==> config.mk <==
export PLATFORM = sky130hd
export DESIGN_NAME = adder_sched
export DESIGN_NICKNAME = d
export VERILOG_FILES = /design/src/rtl/adder_sched.sv
export SDC_FILE = /design/constraint.sdc
export NUM_CORES = 1
export LEC_CHECK = 0
export BUFFER_PORTS_ARGS = -buffer_cell sky130_fd_sc_hd__buf_2
export CAP_MARGIN = 20
export CORE_AREA = 2 2 265 267
export CTS_BUF_LIST = sky130_fd_sc_hd__clkbuf_8
export CTS_CLUSTER_SIZE = 30
export DETAILED_ROUTE_END_ITERATION = 8
export DIE_AREA = 0 0 267 269
export SETUP_SLACK_MARGIN = 0.15
export SYNTH_ARGS = -nofsm -noshare
export SYNTH_HDL_FRONTEND = slang
export SYNTH_SLANG_ARGS = --single-unit
==> constraint.sdc <==
create_clock -name clk -period 2.33 [get_ports clk]
set_clock_uncertainty 0.05 [all_clocks]
set_input_delay 0.233 -clock clk [delete_from_list [all_inputs] [get_ports clk]]
set_output_delay 0.233 -clock clk [all_outputs]
set_load 0.05 [all_outputs]
==> src/rtl/adder_sched.sv <==
// Round-robin scheduler that shares one external N/2-bit adder among NREQ requesters.
// Define ADD_SCHED_RR_EN for round-robin arbitration; otherwise lowest index wins.
module adder_sched #(
    parameter int unsigned N    = 64,
    parameter int unsigned NREQ = 4
) (
    input  logic                      clk,
    input  logic                      rst,
    input  logic [NREQ-1:0]           req_valid,
    output logic [NREQ-1:0]           req_ready,
    input  logic [NREQ*N-1:0]         req_a,
    input  logic [NREQ*N-1:0]         req_b,
    output logic [N/2-1:0]            add_a,
    output logic [N/2-1:0]            add_b,
    output logic                      add_cin,
    input  logic [N/2-1:0]            add_sum,
    input  logic                      add_cout,
    output logic                      rsp_valid,
    input  logic                      rsp_ready,
    output logic [$clog2(NREQ)-1:0]   rsp_id,
    output logic [N-1:0]              rsp_sum,
    output logic                      rsp_cout
);

    localparam int unsigned M  = N / 2;
    localparam int unsigned IW = $clog2(NREQ);

    typedef enum logic [1:0] {StIdle, StLow, StHigh, StDone} state_e;

    state_e          state_q, state_d;
    logic [N-1:0]    a_q, b_q;
    logic [IW-1:0]   grant_q;
    logic            carry_q;
    logic [M-1:0]    sum_lo_q;
    logic            rsp_valid_q;
    logic [N-1:0]    rsp_sum_q;
    logic            rsp_cout_q;
    logic [IW-1:0]   rsp_id_q;

    logic            any_valid;
    logic [IW-1:0]   winner;
    logic [IW-1:0]   cand;
    int unsigned     search_base;
    logic            accept;

    assign accept = (state_q == StIdle) && any_valid;

`ifdef ADD_SCHED_RR_EN
    logic [IW-1:0] last_q;

    always_ff @(posedge clk or negedge rst) begin
        if (!rst) begin
            last_q <= IW'(NREQ - 1);
        end else if (accept) begin
            last_q <= winner;
        end
    end

    assign search_base = 32'(last_q) + 32'd1;
`else
    assign search_base = 32'd0;
`endif

    // Search upward from search_base with wrap; the first valid index found wins.
    always_comb begin
        any_valid = 1'b0;
        winner    = '0;
        cand      = '0;
        for (int unsigned k = 0; k < NREQ; k++) begin
            cand = IW'((search_base + k) % NREQ);
            if (!any_valid && req_valid[cand]) begin
                any_valid = 1'b1;
                winner    = cand;
            end
        end
    end

    always_comb begin
        req_ready = '0;
        if (accept) begin
            req_ready[winner] = 1'b1;
        end
    end

    always_comb begin
        state_d = state_q;
        add_a   = '0;
        add_b   = '0;
        add_cin = 1'b0;
        unique case (state_q)
            StIdle: if (any_valid) state_d = StLow;
            StLow: begin
                add_a   = a_q[M-1:0];
                add_b   = b_q[M-1:0];
                state_d = StHigh;
            end
            StHigh: begin
                add_a   = a_q[N-1:M];
                add_b   = b_q[N-1:M];
                add_cin = carry_q;
                state_d = StDone;
            end
            StDone: if (rsp_ready) state_d = StIdle;
            default: state_d = StIdle;
        endcase
    end

    always_ff @(posedge clk or negedge rst) begin
        if (!rst) begin
            state_q     <= StIdle;
            a_q         <= '0;
            b_q         <= '0;
            grant_q     <= '0;
            carry_q     <= 1'b0;
            sum_lo_q    <= '0;
            rsp_valid_q <= 1'b0;
            rsp_sum_q   <= '0;
            rsp_cout_q  <= 1'b0;
            rsp_id_q    <= '0;
        end else begin
            state_q <= state_d;
            unique case (state_q)
                StIdle: begin
                    if (any_valid) begin
                        a_q     <= req_a[winner*N +: N];
                        b_q     <= req_b[winner*N +: N];
                        grant_q <= winner;
                    end
                end
                StLow: begin
                    sum_lo_q <= add_sum;
                    carry_q  <= add_cout;
                end
                StHigh: begin
                    rsp_sum_q   <= {add_sum, sum_lo_q};
                    rsp_cout_q  <= add_cout;
                    rsp_id_q    <= grant_q;
                    rsp_valid_q <= 1'b1;
                end
                StDone: if (rsp_ready) rsp_valid_q <= 1'b0;
                default: ;
            endcase
        end
    end

    assign rsp_valid = rsp_valid_q;
    assign rsp_sum   = rsp_sum_q;
    assign rsp_cout  = rsp_cout_q;
    assign rsp_id    = rsp_id_q;

endmodule

==> results of run 1 <==
[cell usage after synthesis]
cell / n / area, um^2
and2_1: 2 / 12.5
ha_1: 5 / 62.6
a211o_1: 1 / 8.76
a22o_1: 123 / 1080
nor3b_1: 5 / 37.5
nand2_1: 3 / 11.3
nor4b_2: 1 / 15.0
buf_2: 57 / 285
dfrtp_1: 233 / 5830
nand3b_1: 124 / 931
o21ai_0: 124 / 621
buf_1: 4 / 15.0
nor2_1: 133 / 499
nor2_2: 1 / 6.26
o21ai_1: 5 / 25.0
buf_4: 1 / 7.51
a31oi_1: 128 / 801
and3b_1: 127 / 1110
o22ai_1: 1 / 6.26
nor2b_1: 188 / 1180
mux2i_1: 1 / 10.0
o41a_1: 2 / 22.5
mux2_1: 1 / 11.3
nand2b_1: 2 / 12.5
mux2_2: 100 / 1130
a21oi_1: 123 / 616
inv_1: 127 / 477
a211oi_1: 1 / 7.51
clkbuf_1: 126 / 473
a222oi_1: 4 / 40.0
o21a_1: 2 / 15.0
a22oi_1: 65 / 488
[worst register-to-register path: stages (launching register included)]
cell and delay [ns]:
dfrtp_2 0.45, inv_4 0.11, ha_4 0.17, o41a_2 0.23
buf_12 0.19, nor2_1 0.08, a31oi_1 0.15, dlygate4sd3_1 0.57
[what timing repair did]
item                                    CTS  global route
gates cloned                              7             7
buffers inserted                         25             9
endpoints found under the setup margin   70            69
endpoints found under the hold margin   263             0
hold buffers                            288             0
resized for setup                       198            45
pin swaps                                15            30
[cells by family after synthesis]
kind of cell | count (synthesis)
buf+inv | 315
compound gates | 579
fa+ha+maj | 5
mux | 102
simple gates | 586
flops | 233
[sequential cells by signal, indices dropped and copies added, names as in the netlist]
register,cells
rsp_valid,1
rsp_sum,64
grant_q,2
b_q,64
carry_q,1
a_q,64
sum_lo_q,32
rsp_id,2
state_q,2
rsp_cout,1
[power by group]
group          internal (mW)  total (mW)  leakage [nW]  switching, mW
clock                   2.46        4.30         0.543           1.84
combinational           8.65        20.0          9.00           11.4
sequential              6.13        7.78          2.61           1.66
[stage by stage]
stage | cell area (um^2) | TNS, ns
floorplan | 16000 | 0
global placement | 20800 | 0
detailed placement | 20800 | 0
CTS | 25800 | -7.07
global route | 26300 | -9.32
finish | 26300 | -1.58
[routing by layer]
| layer | wire length (um) | share of wire (%) |
|---|---|---|
| met4 | 3430 | 4.8 |
| met5 | 50 | 0.070 |
| met1 | 29600 | 42 |
| met2 | 33400 | 47 |
| met3 | 4800 | 6.7 |
[final cells by class]
type | instances | area [um^2] | area share, %
Antenna cell | 5 | 12.5 | 0.0476
Clock buffer | 55 | 757 | 2.88
Clock inverter | 25 | 186 | 0.710
Inverter | 127 | 482 | 1.83
Multi-Input combinational cell | 1272 | 9280 | 35.3
Sequential cell | 233 | 5830 | 22.2
Tap cell | 940 | 1180 | 4.48
Timing Repair Buffer | 1099 | 8540 | 32.5
[worst min path at each step]
stage | to | slack [ns] | cells after the start
floorplan | a_q[0] | -0.11 | 0
global placement | rsp_sum[36] | 0.23 | 1
detailed placement | rsp_sum[36] | 0.23 | 1
CTS | a_q[46] | 0.0007 | 4
global route | a_q[20] | 0.03 | 4
finish | a_q[24] | 0.06 | 3
==> flow_metrics.env, run 1 <==
export IMPL_failed_checks="negative setup slack"
export IMPL_ir_drop_uv=670
export IMPL_gp_congestion=0.869
export IMPL_cts_root_buffer="clkbuf_8"
export IMPL_grt_pass1_vias=17557
export IMPL_powerDensity_mw_per_mm2=1220
export IMPL_arrival_ns=2.15
export IMPL_leakage_nw=12.2
export IMPL_synth_cell_types=32
export IMPL_fin_util_pct=37.9
export IMPL_dieArea_mm2=0.0718
export IMPL_path_depth=7
export IMPL_worst_path_buf_inv=4
export IMPL_r2r_cells=7
export IMPL_dr_total_vias=18009
export IMPL_dr_pass1_iters=6
export IMPL_critPathLaunchType="flip-flop"
export IMPL_chipHeight_um=269
export IMPL_clock_sinks=233
export IMPL_relSlewSlack_pct=56.7
export IMPL_grt_pass1_wl_um=101000
export IMPL_ctsLongestPathBuffers=3
export IMPL_cp_data_required_time_ns=2.05
export IMPL_yosys_area_share_adder_pct=0.395
export IMPL_antenna_found_initial=10
export IMPL_htreeDepth=2
export IMPL_finalHoldViolations=0
export IMPL_crit_fanout=6
export IMPL_startpoint="state_q[1]"
export IMPL_path_cells="buf_6, ha_4, buf_12, a22oi_2, nor2b_2, buf_6, buf_12"
export IMPL_place_inst=3335
export IMPL_fill_cells=6937
export IMPL_cts_tree="built"
export IMPL_cp_slowest_cell="dfrtp_2"
export IMPL_layout_nets=3334
export IMPL_cts_made_buffers=44
export IMPL_setup_worst_path_end_class="primary output"
export IMPL_use_met1_pct=22.2
export IMPL_syn_cell_area_mm2=0.0158
export IMPL_yosys_area_share_xor_xnor_pct=0
export IMPL_max_freq_mhz=410
export IMPL_drcViolationCount=0
export IMPL_cpPeakStageDelay_ns=0.44
export IMPL_avgSynthCellArea_um2=8.70
export IMPL_pre_cts_slack_ns=0.0924
export IMPL_setup_viol_count_final=45
export IMPL_layout_common_cells="buf_2 (614), dlygate4sd3_1 (288), dfrtp_1 (231), inv_1 (141), nor2_1 (132)"
export IMPL_endpoint="add_b[31]"
export IMPL_synth_top_family_by_area="simple AND/OR/NAND/NOR gates"
export IMPL_yosys_area_share_simple_pct=24.1
export IMPL_drive_above_1_share_pct=39.6
export IMPL_viasPerCell=4.79
export IMPL_hp_start="req_a[88]"
export IMPL_synth_nets=2377
export IMPL_grt_busiest_layer="met2"
export IMPL_drv_slew=0
export IMPL_seq_area_frac_synth_pct=36.8
export IMPL_synth_mux_area_share_pct=7.24
export IMPL_grt_overflow_total=0
export IMPL_dpl_hpwl_um=49100
export IMPL_grt_max_degree=119
export IMPL_yosys_warnings=0
export IMPL_die_x_um=267
export IMPL_rsz0062_at_grt="true"
export IMPL_r2r_end="b_q[8]"
export IMPL_final_common_cell="buf_2"
export IMPL_io_pins=689
export IMPL_fin_ws_ns=-0.107
export IMPL_final_antenna_net_count=0
export IMPL_worst_pin_slew_ns=0.650
export IMPL_reg2reg_from="state_q[0]"
export IMPL_grtUsageMet3_pct=3.84
export IMPL_avgRoutedWirePerCell_um=19.0
export IMPL_status="finished, violations left"
export IMPL_finalPower_mw=32.1
export IMPL_first_iter_violations=1234
export IMPL_maxCapViolCount=0
export IMPL_synth_seq_cells=233
export IMPL_path_delay_family="buffers and inverters"
export IMPL_core_rowCount=97
export IMPL_io_buffers=688
export IMPL_rrSetupSlack_ns=0.27
export IMPL_start_util_pct=22.9
export IMPL_grtUsageTotal_pct=18.1
export IMPL_core_area_mm2=0.0693
export IMPL_global_route_usage_met2_pct=30.4
export IMPL_holdCritPathClass="input pin to flip-flop"
export IMPL_path_class="flip-flop to primary output"
export IMPL_synth_compound_area_share_pct=23.5
export IMPL_finalWorstPathRequiredPeriod_ns=2.44
export IMPL_area_growth_synth_to_final_pct=65.9
export IMPL_finalCritPeriodShare_pct=105
export IMPL_clkTransAtPathRegs_ns=0.06
export IMPL_insertion_delay_ns=0.58
export IMPL_holdWs_ns=0.0601
export IMPL_wl_um=71300
export IMPL_syn_inst=1820
export IMPL_fin_cells=3756
(Power assumes the default switching activity.)
==> run 2, diff against run 1 <==
==> constraint.sdc (replaced) <==
create_clock -name clk -period 2.33 [get_ports clk]
set_clock_uncertainty 0.05 [all_clocks]
set_input_delay 0.233 -clock clk [delete_from_list [all_inputs] [get_ports clk]]
set_output_delay 0.233 -clock clk [all_outputs]
set_load 0.005 [all_outputs]
==> run 2 against run 1 <==
Net effect: the run still ends with negative setup slack left; non-clock buffer count increased by 45; highest routed layer unchanged; die area unchanged; total power decreased by 20%; via count increased by 0.52%; first-iteration DRC count increased by 9.4%; register-to-register slack got worse by 0.07 ns; critical path type unchanged; design area decreased by 1.0%.
==> flow_metrics.env, run 2 (same netlist as run 1, synthesis figures left out) <==
export IMPL_grt_overflow_total=0
export IMPL_finalPower_mw=25.6
export IMPL_setup_viol_count_final=1
export IMPL_rrSetupSlack_ns=0.20
export IMPL_cp_slowest_cell="dfrtp_1"
export IMPL_fin_util_pct=37.5
export IMPL_path_class="flip-flop to primary output"
export IMPL_drive_above_1_share_pct=35.6
export IMPL_arrival_ns=2.07
export IMPL_cts_made_buffers=45
export IMPL_cts_root_buffer="clkbuf_8"
export IMPL_chipHeight_um=269
export IMPL_gp_congestion=0.831
export IMPL_grt_max_degree=132
export IMPL_ir_drop_uv=551
export IMPL_clock_sinks=233
export IMPL_drcViolationCount=0
export IMPL_first_iter_violations=1350
export IMPL_tns_ns=-0.0187
export IMPL_die_x_um=267
export IMPL_cp_data_required_time_ns=2.05
export IMPL_worst_path_buf_inv=4
export IMPL_io_buffers=688
export IMPL_layout_common_cells="buf_2 (682), dlygate4sd3_1 (349), dfrtp_1 (233), nor2b_1 (173), inv_1 (134)"
export IMPL_dieArea_mm2=0.0718
export IMPL_core_rowCount=97
export IMPL_start_util_pct=22.9
export IMPL_cts_tree="built"
export IMPL_dr_total_vias=18102
export IMPL_dr_pass1_iters=6
export IMPL_avgRoutedWirePerCell_um=18.4
export IMPL_wl_um=70100
export IMPL_area_growth_synth_to_final_pct=64.2
export IMPL_holdCritPathClass="input pin to flip-flop"
export IMPL_wl_met1_um=29300
export IMPL_finalWorstPathRequiredPeriod_ns=2.35
export IMPL_ctsLongestPathBuffers=3
export IMPL_drv_slew=0
export IMPL_viasPerCell=4.76
export IMPL_layout_nets=3380
export IMPL_grtUsageTotal_pct=17.8
export IMPL_place_inst=3327
export IMPL_fin_cells=3803
export IMPL_finalHoldViolations=0
export IMPL_core_area_mm2=0.0693
export IMPL_io_pins=689
export IMPL_antenna_found_initial=11
export IMPL_finalCritPeriodShare_pct=101
export IMPL_status="finished, violations left"
export IMPL_final_common_cell="buf_2"
export IMPL_relSlewSlack_pct=46.4
export IMPL_clkTransAtPathRegs_ns=0.07
export IMPL_highest_layer="met5"
export IMPL_failed_checks="negative setup slack"
export IMPL_setup_worst_path_end_class="primary output"
export IMPL_rsz0062_at_grt="true"
export IMPL_maxCapViolCount=0
export IMPL_max_freq_mhz=426
export IMPL_crit_fanout=9
export IMPL_worst_pin_slew_ns=0.802
export IMPL_route_met3_wl_um=5070
export IMPL_path_cells="buf_6, ha_4, buf_12, clkbuf_16, a22oi_2, nor2b_4, buf_2"
export IMPL_grt_pass1_vias=17524
export IMPL_grt_pass1_wl_um=99800
export IMPL_powerDensity_mw_per_mm2=986
export IMPL_cpPeakStageDelay_ns=0.43
export IMPL_placed_area_mm2=0.0206
export IMPL_leakage_nw=12.2
export IMPL_fin_ws_ns=-0.0187
export IMPL_insertion_delay_ns=0.59
export IMPL_dpl_hpwl_um=47700
export IMPL_critPathLaunchType="flip-flop"
export IMPL_htreeDepth=2
export IMPL_path_delay_family="buffers and inverters"
export IMPL_final_area_mm2=0.0260
export IMPL_dr_wl_met2_um=33500
export IMPL_final_antenna_net_count=0
run 2: per-layer routing:
layer / track usage, % / vias to the layer above
li1: - / 8545
met1: 21.8 / 8689
met2: 30.8 / 739
met3: 3.86 / 121
met4: 6.27 / 8
met5: 0 / -
run 2: final timing paths:
path,startpoint,to,cells after the start
worst max-delay path,state_q[1],add_a[10],7
worst min-delay path,req_b[249],b_q[57],4
worst max register to register,state_q[1],a_q[17],8
worst min register to register,sum_lo_q[30],rsp_sum[30],1
max in group asynchronous,rst,a_q[31],4
min in group asynchronous,rst,sum_lo_q[14],3
run 2: where the power goes:
part | total [mW] | internal, mW | switching (mW) | leakage [nW]
clock | 4.95 | 2.97 | 1.98 | 0.580
sequential | 7.58 | 6.12 | 1.46 | 2.62
combinational | 13.1 | 7.06 | 6.06 | 8.98
run 2: repair_timing:
| item | in CTS | in global routing |
|---|---|---|
| hold endpoints to repair | 414 | 0 |
| gates cloned | 2 | 5 |
| hold buffers | 350 | 0 |
| endpoints found under the setup margin | 68 | 78 |
| gates resized for setup | 62 | 25 |
| pin swaps | 6 | 5 |
| buffers inserted | 18 | 14 |
run 2: area by class of cell:
class,instances,area [um^2]
fillers,6908,43300
multi-input cells,1272,9000
repair buffers,1144,8420
flip-flops and latches,233,5830
well taps,940,1180
clock buffers,60,826
inverters,127,477
clock inverters,20,259
diodes,7,17.5
run 2: through the flow:
stage,hold WS [ns],worst slack [ns]
3_5_place_dp,0.0718,0.282
6_report,0.0646,-0.0187
5_1_grt,0.0252,-0.134
2_1_floorplan,-0.113,0.493
3_3_place_gp,0.0717,0.285
4_1_cts,0.000984,-0.0773
run 2: worst min-delay path, stage by stage:
cell,delay (ns)
buf_2,0.07
and3b_1,0.13
o21ai_0,0.07
a31oi_1,0.16
==> run 3, diff against run 2 <==
--- a/config.mk
+++ b/config.mk
@@ -5,13 +5,13 @@
 export SDC_FILE = /design/constraint.sdc
 export NUM_CORES = 1
 export LEC_CHECK = 0
-export BUFFER_PORTS_ARGS = -buffer_cell sky130_fd_sc_hd__buf_2
 export CAP_MARGIN = 20
 export CORE_AREA = 2 2 265 267
 export CTS_BUF_LIST = sky130_fd_sc_hd__clkbuf_8
 export CTS_CLUSTER_SIZE = 30
 export DETAILED_ROUTE_END_ITERATION = 8
 export DIE_AREA = 0 0 267 269
+export DONT_BUFFER_PORTS = 1
 export SETUP_SLACK_MARGIN = 0.15
 export SYNTH_ARGS = -nofsm -noshare
 export SYNTH_HDL_FRONTEND = slang
==> run 3 against run 2 <==
Net effect: the flow finishes with violations (negative hold slack, negative setup slack); clock power down 11%; global-route usage up 0.66 points; sequential share of layout area up 2.4 points; critical path type unchanged; critical endpoint is now add_a[2].
==> flow_metrics.env, run 3 (same netlist as run 1, synthesis figures left out) <==
export IMPL_status="finished, violations left"
export IMPL_failed_checks="negative hold slack, negative setup slack"
export IMPL_dieArea_mm2=0.0718
export IMPL_core_rowCount=97
export IMPL_holdCritPathClass="input pin to asynchronous set/reset pin"
export IMPL_setup_worst_path_end_class="primary output"
export IMPL_path_class="flip-flop to primary output"
export IMPL_fin_util_pct=33.9
export IMPL_chipHeight_um=269
export IMPL_grt_pass1_vias=17022
export IMPL_setup_viol_count_final=3
export IMPL_powerDensity_mw_per_mm2=1050
export IMPL_grt_pass1_wl_um=101000
export IMPL_leakage_nw=9.81
export IMPL_insertion_delay_ns=0.60
export IMPL_r2r_cells=8
export IMPL_cp_slowest_cell="dfrtp_2"
export IMPL_first_iter_violations=1601
export IMPL_start_util_pct=22.9
export IMPL_holdWs_ns=-0.715
export IMPL_fin_ws_ns=-0.0435
export IMPL_cts_tree="built"
export IMPL_final_common_cell="dlygate4sd3_1"
export IMPL_dpl_hpwl_um=40700
export IMPL_dr_pass1_iters=6
export IMPL_ir_drop_uv=564
export IMPL_io_pins=689
export IMPL_drcViolationCount=0
export IMPL_core_area_mm2=0.0693
export IMPL_ctsLongestPathBuffers=3
export IMPL_die_x_um=267
export IMPL_layout_common_cells="dlygate4sd3_1 (462), dfrtp_1 (232), nor2b_1 (157), inv_1 (140), nor2_1 (132)"
export IMPL_io_buffers=0
export IMPL_final_antenna_net_count=0
export IMPL_worst_pin_slew_ns=0.845
export IMPL_max_freq_mhz=421
export IMPL_drv_slew=0
export IMPL_path_cells="ha_4, buf_12, buf_16, a22oi_2, nor2b_1, buf_4"
export IMPL_arrival_ns=2.09
export IMPL_dr_total_vias=16928
export IMPL_maxCapViolCount=0
export IMPL_grt_overflow_total=0
export IMPL_cpPeakStageDelay_ns=0.46
export IMPL_area_growth_synth_to_final_pct=48.5
export IMPL_wl_um=74400
export IMPL_grtUsageTotal_pct=18.5
export IMPL_critPathLaunchType="flip-flop"
export IMPL_cts_root_buffer="clkbuf_8"
export IMPL_relSlewSlack_pct=43.5
export IMPL_clock_sinks=233
export IMPL_htreeDepth=2
export IMPL_cp_data_required_time_ns=2.05
export IMPL_gp_congestion=0.861
export IMPL_crit_fanout=4
export IMPL_antenna_found_initial=14
export IMPL_pre_cts_slack_ns=0.299
export IMPL_viasPerCell=5.27
export IMPL_finalHoldViolations=233
export IMPL_cts_hold_fix_buffers=465
export IMPL_tns_ns=-0.0554
export IMPL_layout_nets=2784
export IMPL_finalCritPeriodShare_pct=102
export IMPL_avgRoutedWirePerCell_um=23.2
export IMPL_finalPower_mw=24.8
export IMPL_finalWorstPathRequiredPeriod_ns=2.37
export IMPL_cts_made_buffers=45
export IMPL_rsz0062_at_grt="true"
export IMPL_drive_above_1_share_pct=14.3
export IMPL_grt_max_degree=281
export IMPL_clkTransAtPathRegs_ns=0.06
==> run 3: cell types whose count changed in the layout (fill, tap and decap cells not counted), sizes merged, moves of 3 or more <==
cell / previous run / this run
buf: 790 / 77
diode: 7 / 10
inv: 137 / 144
clkinv: 2 / 7
bufinv: 6 / 3
dlygate4sd3: 349 / 462
clkbuf: 65 / 62
==> run 3: repair_timing <==
action                                  4_1_cts  5_1_grt
endpoints found under the hold margin       432      233
buffers inserted                             11       26
gates resized for setup                      53       79
endpoints found under the setup margin       68       71
cloned                                        5       10
pin swaps                                     1       16
==> run 3: cell type report <==
cell class	instances	area [um^2]
diodes	10	25.0
well taps	940	1180
clock buffers	54	743
repair buffers	548	5950
clock inverters	28	211
fillers	6743	45800
multi-input cells	1272	9100
inverters	127	479
flip-flops and latches	233	5830
==> run 3: critical path, delay by kind of cell, from the launching register on <==
family / cells / cell delay [ns]
flip-flops: 1 / 0.46
buffers and inverters: 3 / 0.41
AO/OA/AOI/OAI: 1 / 0.31
adder cells (fa/ha/maj): 1 / 0.21
AND/OR/NAND/NOR: 1 / 0.10
==> run 3: path summary, 6_finish.rpt <==
path	endpoint	slack [ns]	startpoint
min in group clk	a_q[48]	0.07	req_valid[3]
max in group asynchronous	a_q[53]	2.52	rst
hold reg to reg	sum_lo_q[28]	0.45	sum_lo_q[28]
hold / removal	carry_q	-0.71	rst
setup reg to reg	a_q[45]	0.22	state_q[1]
setup / recovery	add_a[2]	-0.04	state_q[1]
==> run 3: metal layers <==
layer,vias to the layer above,global-route usage [%],share of wire [%]
li1,7339,-,-
met1,8194,20.2,36
met2,1105,31.1,48
met3,278,5.72,9.2
met4,12,12.1,6.2
met5,-,0,0.10
==> run 3: stage by stage <==
step / std cells / hold slack, ns / instance area, um^2
global route: 3210 / -0.785 / 23500
global placement: 2603 / -0.108 / 16600
detailed placement: 2603 / -0.107 / 16600
finish: 3212 / -0.715 / 23500
floorplan: 1820 / -0.113 / 15800
CTS: 3166 / -0.810 / 22700
==> run 3: power by group <==
group | switching, mW | leakage [nW] | internal [mW] | total, mW
clock | 1.94 | 0.550 | 2.45 | 4.39
sequential | 1.78 | 2.62 | 6.12 | 7.90
combinational | 5.85 | 6.64 | 6.66 | 12.5
total | 9.56 | 9.81 | 15.2 | 24.8
